[config.mk]
export PLATFORM = sky130hd
export DESIGN_NAME = avst_fifo_egress
export DESIGN_NICKNAME = d
export VERILOG_FILES = /design/src/rtl/avst_fifo_egress.sv
export SDC_FILE = /design/constraint.sdc
export NUM_CORES = 1
export LEC_CHECK = 0
export ABC_AREA = 1
export BUFFER_PORTS_ARGS = -buffer_cell sky130_fd_sc_hd__buf_4
export CORE_ASPECT_RATIO = 2
export CORE_MARGIN = 5
export CORE_UTILIZATION = 59
export DETAILED_ROUTE_END_ITERATION = 10
export GPL_TIMING_DRIVEN = 0
export PLACE_DENSITY = 0.85
export SYNTH_ARGS = -nofsm -noshare
export SYNTH_HDL_FRONTEND = slang
export SYNTH_SLANG_ARGS = --single-unit
[constraint.sdc]
create_clock -name clock -period 3.67 [get_ports clock]
set_clock_uncertainty 0.2 [all_clocks]
set_input_delay 0.367 -clock clock [delete_from_list [all_inputs] [get_ports clock]]
set_output_delay 0.367 -clock clock [all_outputs]
set_load 0.005 [all_outputs]
[src/rtl/avst_fifo_egress.sv]
// Egress stage behind a show-ahead packet FIFO: checks SOP/EOP framing and
// re-times popped words into a 2-entry Avalon-ST output buffer with packet and error counters.
module avst_fifo_egress #(
    parameter int DATA_WIDTH  = 64,
    parameter int EMPTY_WIDTH = 3,
    parameter int CNT_WIDTH   = 32,
    localparam int FIFO_WIDTH = DATA_WIDTH + EMPTY_WIDTH + 2
) (
    input  logic                   clock,
    input  logic                   sclr,
    input  logic                   fifo_empty,
    input  logic [FIFO_WIDTH-1:0]  fifo_q,
    output logic                   fifo_rdreq,
    output logic                   out_valid,
    input  logic                   out_ready,
    output logic [DATA_WIDTH-1:0]  out_data,
    output logic                   out_sop,
    output logic                   out_eop,
    output logic [EMPTY_WIDTH-1:0] out_empty,
    output logic                   out_error,
    output logic [CNT_WIDTH-1:0]   pkt_count,
    output logic [CNT_WIDTH-1:0]   err_count
);

    typedef enum logic [1:0] {
        IDLE    = 2'd0,
        PKT     = 2'd1,
        DISCARD = 2'd2
    } state_t;

    typedef struct packed {
        logic                   sop;
        logic                   eop;
        logic                   error;
        logic [EMPTY_WIDTH-1:0] empty;
        logic [DATA_WIDTH-1:0]  data;
    } entry_t;

    state_t                 state;
    state_t                 state_next;
    entry_t                 slot0;
    entry_t                 slot1;
    entry_t                 in_word;
    logic [1:0]             occ;
    logic                   in_sop;
    logic                   in_eop;
    logic [EMPTY_WIDTH-1:0] in_empty;
    logic [DATA_WIDTH-1:0]  in_data;
    logic                   forward;
    logic                   count_pkt;
    logic                   count_err;
    logic                   push;
    logic                   pop;

    assign in_sop   = fifo_q[FIFO_WIDTH-1];
    assign in_eop   = fifo_q[FIFO_WIDTH-2];
    assign in_empty = fifo_q[DATA_WIDTH +: EMPTY_WIDTH];
    assign in_data  = fifo_q[DATA_WIDTH-1:0];

    // The pop decision looks only at registered occupancy, never at out_ready.
    assign fifo_rdreq = !sclr && !fifo_empty && (occ < 2'd2);
    assign out_valid  = (occ != 2'd0);
    assign pop        = out_valid && out_ready;
    assign push       = fifo_rdreq && forward;

    assign out_data  = slot0.data;
    assign out_sop   = slot0.sop;
    assign out_eop   = slot0.eop;
    assign out_empty = slot0.empty;
    assign out_error = slot0.error;

    always_comb begin
        state_next    = state;
        forward       = 1'b0;
        count_pkt     = 1'b0;
        count_err     = 1'b0;
        in_word.sop   = in_sop;
        in_word.eop   = in_eop;
        in_word.error = 1'b0;
        in_word.empty = in_empty;
        in_word.data  = in_data;
        case (state)
            IDLE, DISCARD: begin
                if (in_sop) begin
                    forward = 1'b1;
                    if (in_eop) begin
                        count_pkt  = 1'b1;
                        state_next = IDLE;
                    end else begin
                        state_next = PKT;
                    end
                end else begin
                    // Only the first stray word of a fragment counts as an error.
                    count_err  = (state == IDLE);
                    state_next = in_eop ? IDLE : DISCARD;
                end
            end
            PKT: begin
                forward = 1'b1;
                if (!in_sop) begin
                    if (in_eop) begin
                        count_pkt  = 1'b1;
                        state_next = IDLE;
                    end
                end else begin
                    // A new SOP inside a packet closes the old one with a forced error EOP.
                    count_err     = 1'b1;
                    in_word.sop   = 1'b0;
                    in_word.eop   = 1'b1;
                    in_word.empty = '0;
                    in_word.error = 1'b1;
                    state_next    = in_eop ? IDLE : DISCARD;
                end
            end
            default: state_next = IDLE;
        endcase
    end

    always_ff @(posedge clock) begin
        if (sclr) begin
            state     <= IDLE;
            pkt_count <= '0;
            err_count <= '0;
        end else if (fifo_rdreq) begin
            state <= state_next;
            if (count_pkt) begin
                pkt_count <= pkt_count + CNT_WIDTH'(1);
            end
            if (count_err) begin
                err_count <= err_count + CNT_WIDTH'(1);
            end
        end
    end

    // slot0 is always the head; slot1 only holds data when occ is 2.
    always_ff @(posedge clock) begin
        if (sclr) begin
            occ   <= 2'd0;
            slot0 <= '0;
            slot1 <= '0;
        end else begin
            case ({push, pop})
                2'b10: begin
                    if (occ == 2'd0) begin
                        slot0 <= in_word;
                    end else begin
                        slot1 <= in_word;
                    end
                    occ <= occ + 2'd1;
                end
                2'b01: begin
                    slot0 <= slot1;
                    occ   <= occ - 2'd1;
                end
                2'b11: begin
                    if (occ == 2'd1) begin
                        slot0 <= in_word;
                    end else begin
                        slot0 <= slot1;
                        slot1 <= in_word;
                    end
                end
                default: begin
                end
            endcase
        end
    end

endmodule

==> Yosys cells after proc, flatten, opt, wreduce, memory -nomap -nowiden <==
Index checks and enable logic that the tools add are counted.
Widths: inputs -> output; s select.
{ "totals": {"register_bits": 208, "input_bits": 73, "output_inout_bits": 136, "elab_cells": 70} }
{ "op_classes": {"addsub": 4, "magnitude_cmp": 1, "n_eq_ne": 10, "mux": 23, "n_reduce_logical": 18} }
{ "ops": {"columns": ["operator", "count"], "rows": [
  ["$mux 70", 4],
  ["$pmux 70 s3", 1],
  ["$pmux 70 s2", 1],
  ["$add 32x1->32 const B", 2],
  ["$mux 2", 4],
  ["$pmux 2 s2", 2],
  ["$reduce_and 2->1", 4],
  ["$eq 2x1->1 const B", 3],
  ["$eq 2x2->1 const B", 3],
  ["$mux 1", 6],
  ["$mux 6", 1],
  ["$ne 2x2->1 const B", 3],
  ["$pmux 1 s2", 3],
  ["$reduce_bool 2->1", 3],
  ["$mux 5", 1],
  ["$logic_and 1x1->1", 4],
  ["$logic_not 2->1", 2],
  ["$ne 3x3->1 const B", 1],
  ["$reduce_and 3->1", 1],
  ["$reduce_bool 3->1", 1],
  ["$add 2x1->2 const B", 1],
  ["$logic_not 1->1", 2],
  ["$lt 2x2->1 const B", 1],
  ["$reduce_or 2->1", 1],
  ["$sub 2x1->2 const B", 1]
]} }

==> Depth between registers and ports, before layout <==
{ "logic_depth": {"word_depth": 7, "depth_mapped": 16, "mapped_depth_nobuf": 14} }

==> Worst setup path before layout <==
OpenSTA, ideal clock, no wires.
{ "synth_path": {"path_type": "flip-flop to flip-flop", "start": "reg occ[0]", "end": "reg slot1[15] in the netlist's numbering", "t_arrival_ps": 2067, "required_time_ps": 3342, "slack_ps": 1275, "path_stages_with_launch": 11, "cell_sequence": "dfxtp_1 > inv_1 > ha_1 > inv_2 > nand2_4 > buf_1 > ha_1 > o211ai_1 > buf_2 > buf_1 > a21oi_1"} }
{ "synth_between": {"word_cells_on_any_way": 14} }
{ "synth_lines": {"columns": ["item", "line_no", "rtl"], "rows": [
  ["from (decl)", "44", "logic [1:0] occ;"],
  ["from (signal assigned)", "149", "occ <= occ + 2'd1;"],
  ["from (signal assigned)", "153", "occ <= occ - 2'd1;"],
  ["$reduce_bool 2->1 *", "62", "assign out_valid = (occ != 2'd0);"],
  ["net out_valid", "14", "output logic out_valid,"],
  ["$logic_and 1x1->1 *", "63", "assign pop = out_valid && out_ready;"],
  ["$eq 2x2->1", "142", "case ({push, pop})"],
  ["$ne 2x2->1 (no line) / $reduce_bool 2->1 (equally long branches)", null, null],
  ["$reduce_and 3->1 (no line)", null, null],
  ["to (signal assigned)", "147", "slot1 <= in_word;"],
  ["to (signal assigned)", "160", "slot1 <= in_word;"],
  ["to (decl)", "42", "entry_t slot1;"]
]} }
The timed path passes the listed nets; every way through them passes the cells marked *.
A chain may end at the register's enable or synchronous reset.

==> Worst setup path after layout <==
{ "layout_path": {"start": "reg occ[0]", "end": "reg slot1[28] in the netlist's numbering"} }
{ "layout_between": {"elab_chain_cells": 6, "word_cells_on_any_way": 14} }
{ "layout_lines": {"columns": ["item", "line_no", "rtl"], "rows": [
  ["$lt 2x2->1", "61", "assign fifo_rdreq = !sclr && !fifo_empty && (occ < 2'd2);"],
  ["$logic_and 1x1->1", "61", null],
  ["$logic_and 1x1->1", "64", "assign push = fifo_rdreq && forward;"],
  ["$eq 2x2->1", "142", null],
  ["$ne 2x2->1 (no line) / $reduce_bool 2->1 (equally long branches)", null, null],
  ["$reduce_and 3->1 (no line)", null, null]
]} }
Parallel ways exist; a longest one is shown, timed or not.

==> impl_metrics.env <==
export IMPL_grt_max_degree=16
export IMPL_drtAntennaViolNets=0
export IMPL_clk_pin_slew_ns=0.07
export IMPL_yosys_cell_types_count=40
export IMPL_switching_share=0.343
export IMPL_drtIter0Drc=578
export IMPL_start_util=0.595
export IMPL_fin_nets=1837
export IMPL_cts_tree="done"
export IMPL_max_vdd_ir_drop_mv=0.742
export IMPL_synth_adder_area_share=0.00882
export IMPL_period_share=0.896
export IMPL_yosys_area_top_type="dfxtp_1"
export IMPL_coreArea_um2=16700
export IMPL_drc=0
export IMPL_slew_viol_final=0
export IMPL_cts_buffers=20
export IMPL_leakage_nw=5.51
export IMPL_dr_pass1_iters=6
export IMPL_pwr_share_seq=0.382
export IMPL_area_growth_pct=30.9
export IMPL_cts_hold_buf=52
export IMPL_min_path_type="in -> reg"
export IMPL_dieWidth_um=102
export IMPL_critical_path_class="reg -> reg"
export IMPL_fill_cells=1270
export IMPL_async_reset_ff_frac=0
export IMPL_required_ns=3.84
export IMPL_wl_per_cell_um=16.6
export IMPL_dp_hpwl_um=23400
export IMPL_path_buf_inv=5
export IMPL_setup_viol=0
export IMPL_num_rows=67
export IMPL_slew_headroom=0.515
export IMPL_cp_end_kind="flip-flop"
export IMPL_yosys_cell_count_top_type="nand2_1"
export IMPL_globalRouteTotalUtil=0.331
export IMPL_power_switching_mw=2.69
export IMPL_cpPeakStageDelay_ns=0.46
export IMPL_syn_nets=1555
export IMPL_cap_violations=0
export IMPL_finalSetupTns_ns=0
export IMPL_netlist_area_um2=9930
export IMPL_status="finished, violations left"
export IMPL_synth_xor_area_frac=0.00794
export IMPL_cts_root_buf="clkbuf_16"
export IMPL_seq_area_um2=4160
export IMPL_port_buffers=207
export IMPL_grt_pass1_wl_um=53100
export IMPL_die_h_um=193
export IMPL_syn_mean_instance_area_um2=6.73
export IMPL_synthTopCellsByCount="317 x nand2_1, 278 x nor2_1, 208 x dfxtp_1, 139 x inv_1, 134 x o21ai_0"
export IMPL_die_area_um2=19700
export IMPL_pwr_share_comb=0.329
export IMPL_p_int_mw=5.15
export IMPL_powerDensity_nw_per_um2=603
export IMPL_max_slew_worst_pin_slew_ns=0.727
export IMPL_clock_sinks=208
export IMPL_final_hold_violation_count=2
export IMPL_critPathMaxFanout=10
export IMPL_cts_resized=0
export IMPL_cp_slowest_cell="buf_1"
export IMPL_first_global_vias=11100
export IMPL_place_congestion=0.931
export IMPL_holdWs_ns=-0.00266
export IMPL_synth_flop_cell="dfxtp_1"
export IMPL_routed_via_density=5.59
export IMPL_violations="negative hold slack"
export IMPL_clockPowerShare=0.290
export IMPL_cts_path_max_buffers=3
export IMPL_placed_cells=1889
export IMPL_final_cells=1978
export IMPL_ys_seq_elements=208
export IMPL_muxShareOfSynthArea=0
export IMPL_path_cells="inv_1 > ha_1 > inv_2 > nand2_4 > buf_1 > ha_1 > o211ai_1 > buf_2 > buf_1 > a21oi_1"
export IMPL_final_min_clock_period_ns=3.29
export IMPL_netlist_area_leader_share=0.419
export IMPL_wirelength_um=32800
export IMPL_rsz0062_at_grt="false"
export IMPL_yosysWarnings=0
export IMPL_layout_drive_gt1_share=0.173
export IMPL_multi_input_area_um2=4770
export IMPL_critPathLaunchType="flip-flop"
export IMPL_clk_latency_ns=0.51
export IMPL_crit_arrival_ns=3.45
export IMPL_yosysSeqAreaShare=0.419
export IMPL_crit_family="buffers and inverters"
export IMPL_antenna_found_initial=0
export IMPL_synth_compound_gate_area_share=0.187
export IMPL_synth_top_family_by_area="simple AND/OR/NAND/NOR gates"
export IMPL_synth_edf_count=0
export IMPL_yosys_area_share_simple=0.277
export IMPL_synth_area_top_cells="dfxtp_1 42%, nand2_1 12%, nor2_1 11%"
export IMPL_num_vias=11100
export IMPL_grt_overflow=0
export IMPL_synth_cells=1475
export IMPL_postCtsSetupRepairBufs=0
export IMPL_ctsHtreeMaxLevel=1
export IMPL_ios=209
export IMPL_diodes=0
export IMPL_max_freq_mhz=304
==> tightest hold or removal path, delay by kind of cell <==
family	cells	cell delay (ns)
buffers and inverters	1	0.09
AO/OA/AOI/OAI	2	0.20
==> worst paths after layout <==
path / from / to / slack [ns] / cells after the start
min reg2reg: slot1[51] / slot1[51] / 0.25 / 2
max reg2reg: occ[0] / slot1[28] / 0.38 / 10
min: fifo_q[51] / slot1[51] / -0.003 / 3
max: occ[0] / slot1[28] / 0.38 / 10
==> power by group through the flow <==
stage,Clock [mW],Combinational [mW],Sequential [mW]
3_5_place_dp,0,2.43,3.01
2_1_floorplan,0,1.41,2.99
3_3_place_gp,0,2.38,3.00
5_1_grt,2.38,2.81,3.03
4_1_cts,2.27,2.51,2.97
6_report,2.27,2.58,2.99
==> state kept, by name (all words and copies together), names as in the netlist <==
register,flops
slot1,70
out_data,64
err_count,32
pkt_count,32
out_empty,3
occ,2
state,2
out_eop,1
out_error,1
out_sop,1
==> layout by cell type, fill, tap and decap left out, types with 43 or more instances in the layout <==
cell           synthesis  final
a21oi_1              115    115
buf_4                  5    212
dfxtp_1              208    208
dlygate4sd3_1          0     53
inv_1                139    139
nand2_1              317    317
nand3_1               43     43
nor2_1               278    278
o21ai_0              134    134
o21ai_1               46     46
==> cell families after synthesis <==
group / count (synthesis)
flip-flops: 208
XOR/XNOR: 9
adder cells (fa/ha/maj): 7
AND/OR/NAND/NOR: 680
buffers and inverters: 225
AO/OA/AOI/OAI: 346
==> through the flow <==
stage	power, mW	worst slack, ns	util	instance area, um^2
2_1_floorplan	4.39	1.27	-	9930
3_3_place_gp	5.38	0.663	0.704	11700
3_5_place_dp	5.44	0.590	0.704	11700
4_1_cts	7.76	0.512	0.779	13000
5_1_grt	8.22	0.239	0.779	13000
6_report	7.84	0.382	0.779	13000
==> per-layer routing <==
layer	vias to the layer above	routed length [um]	GRT usage
met5	-	0	0
met2	537	17500	0.614
met4	0	2300	0.201
met1	5035	10900	0.330
met3	177	2050	0.0512
li1	5302	-	-
==> cell type report <==
type,instances,share of cell area
clock buffers,26,0.0457
well taps,207,0.0199
clock inverters,10,0.0100
flip-flops and latches,208,0.320
multi-input cells,1042,0.367
repair buffers,260,0.160
plain buffers,76,0.0329
inverters,149,0.0435
No activity file was read; power rests on OpenSTA's default activity.
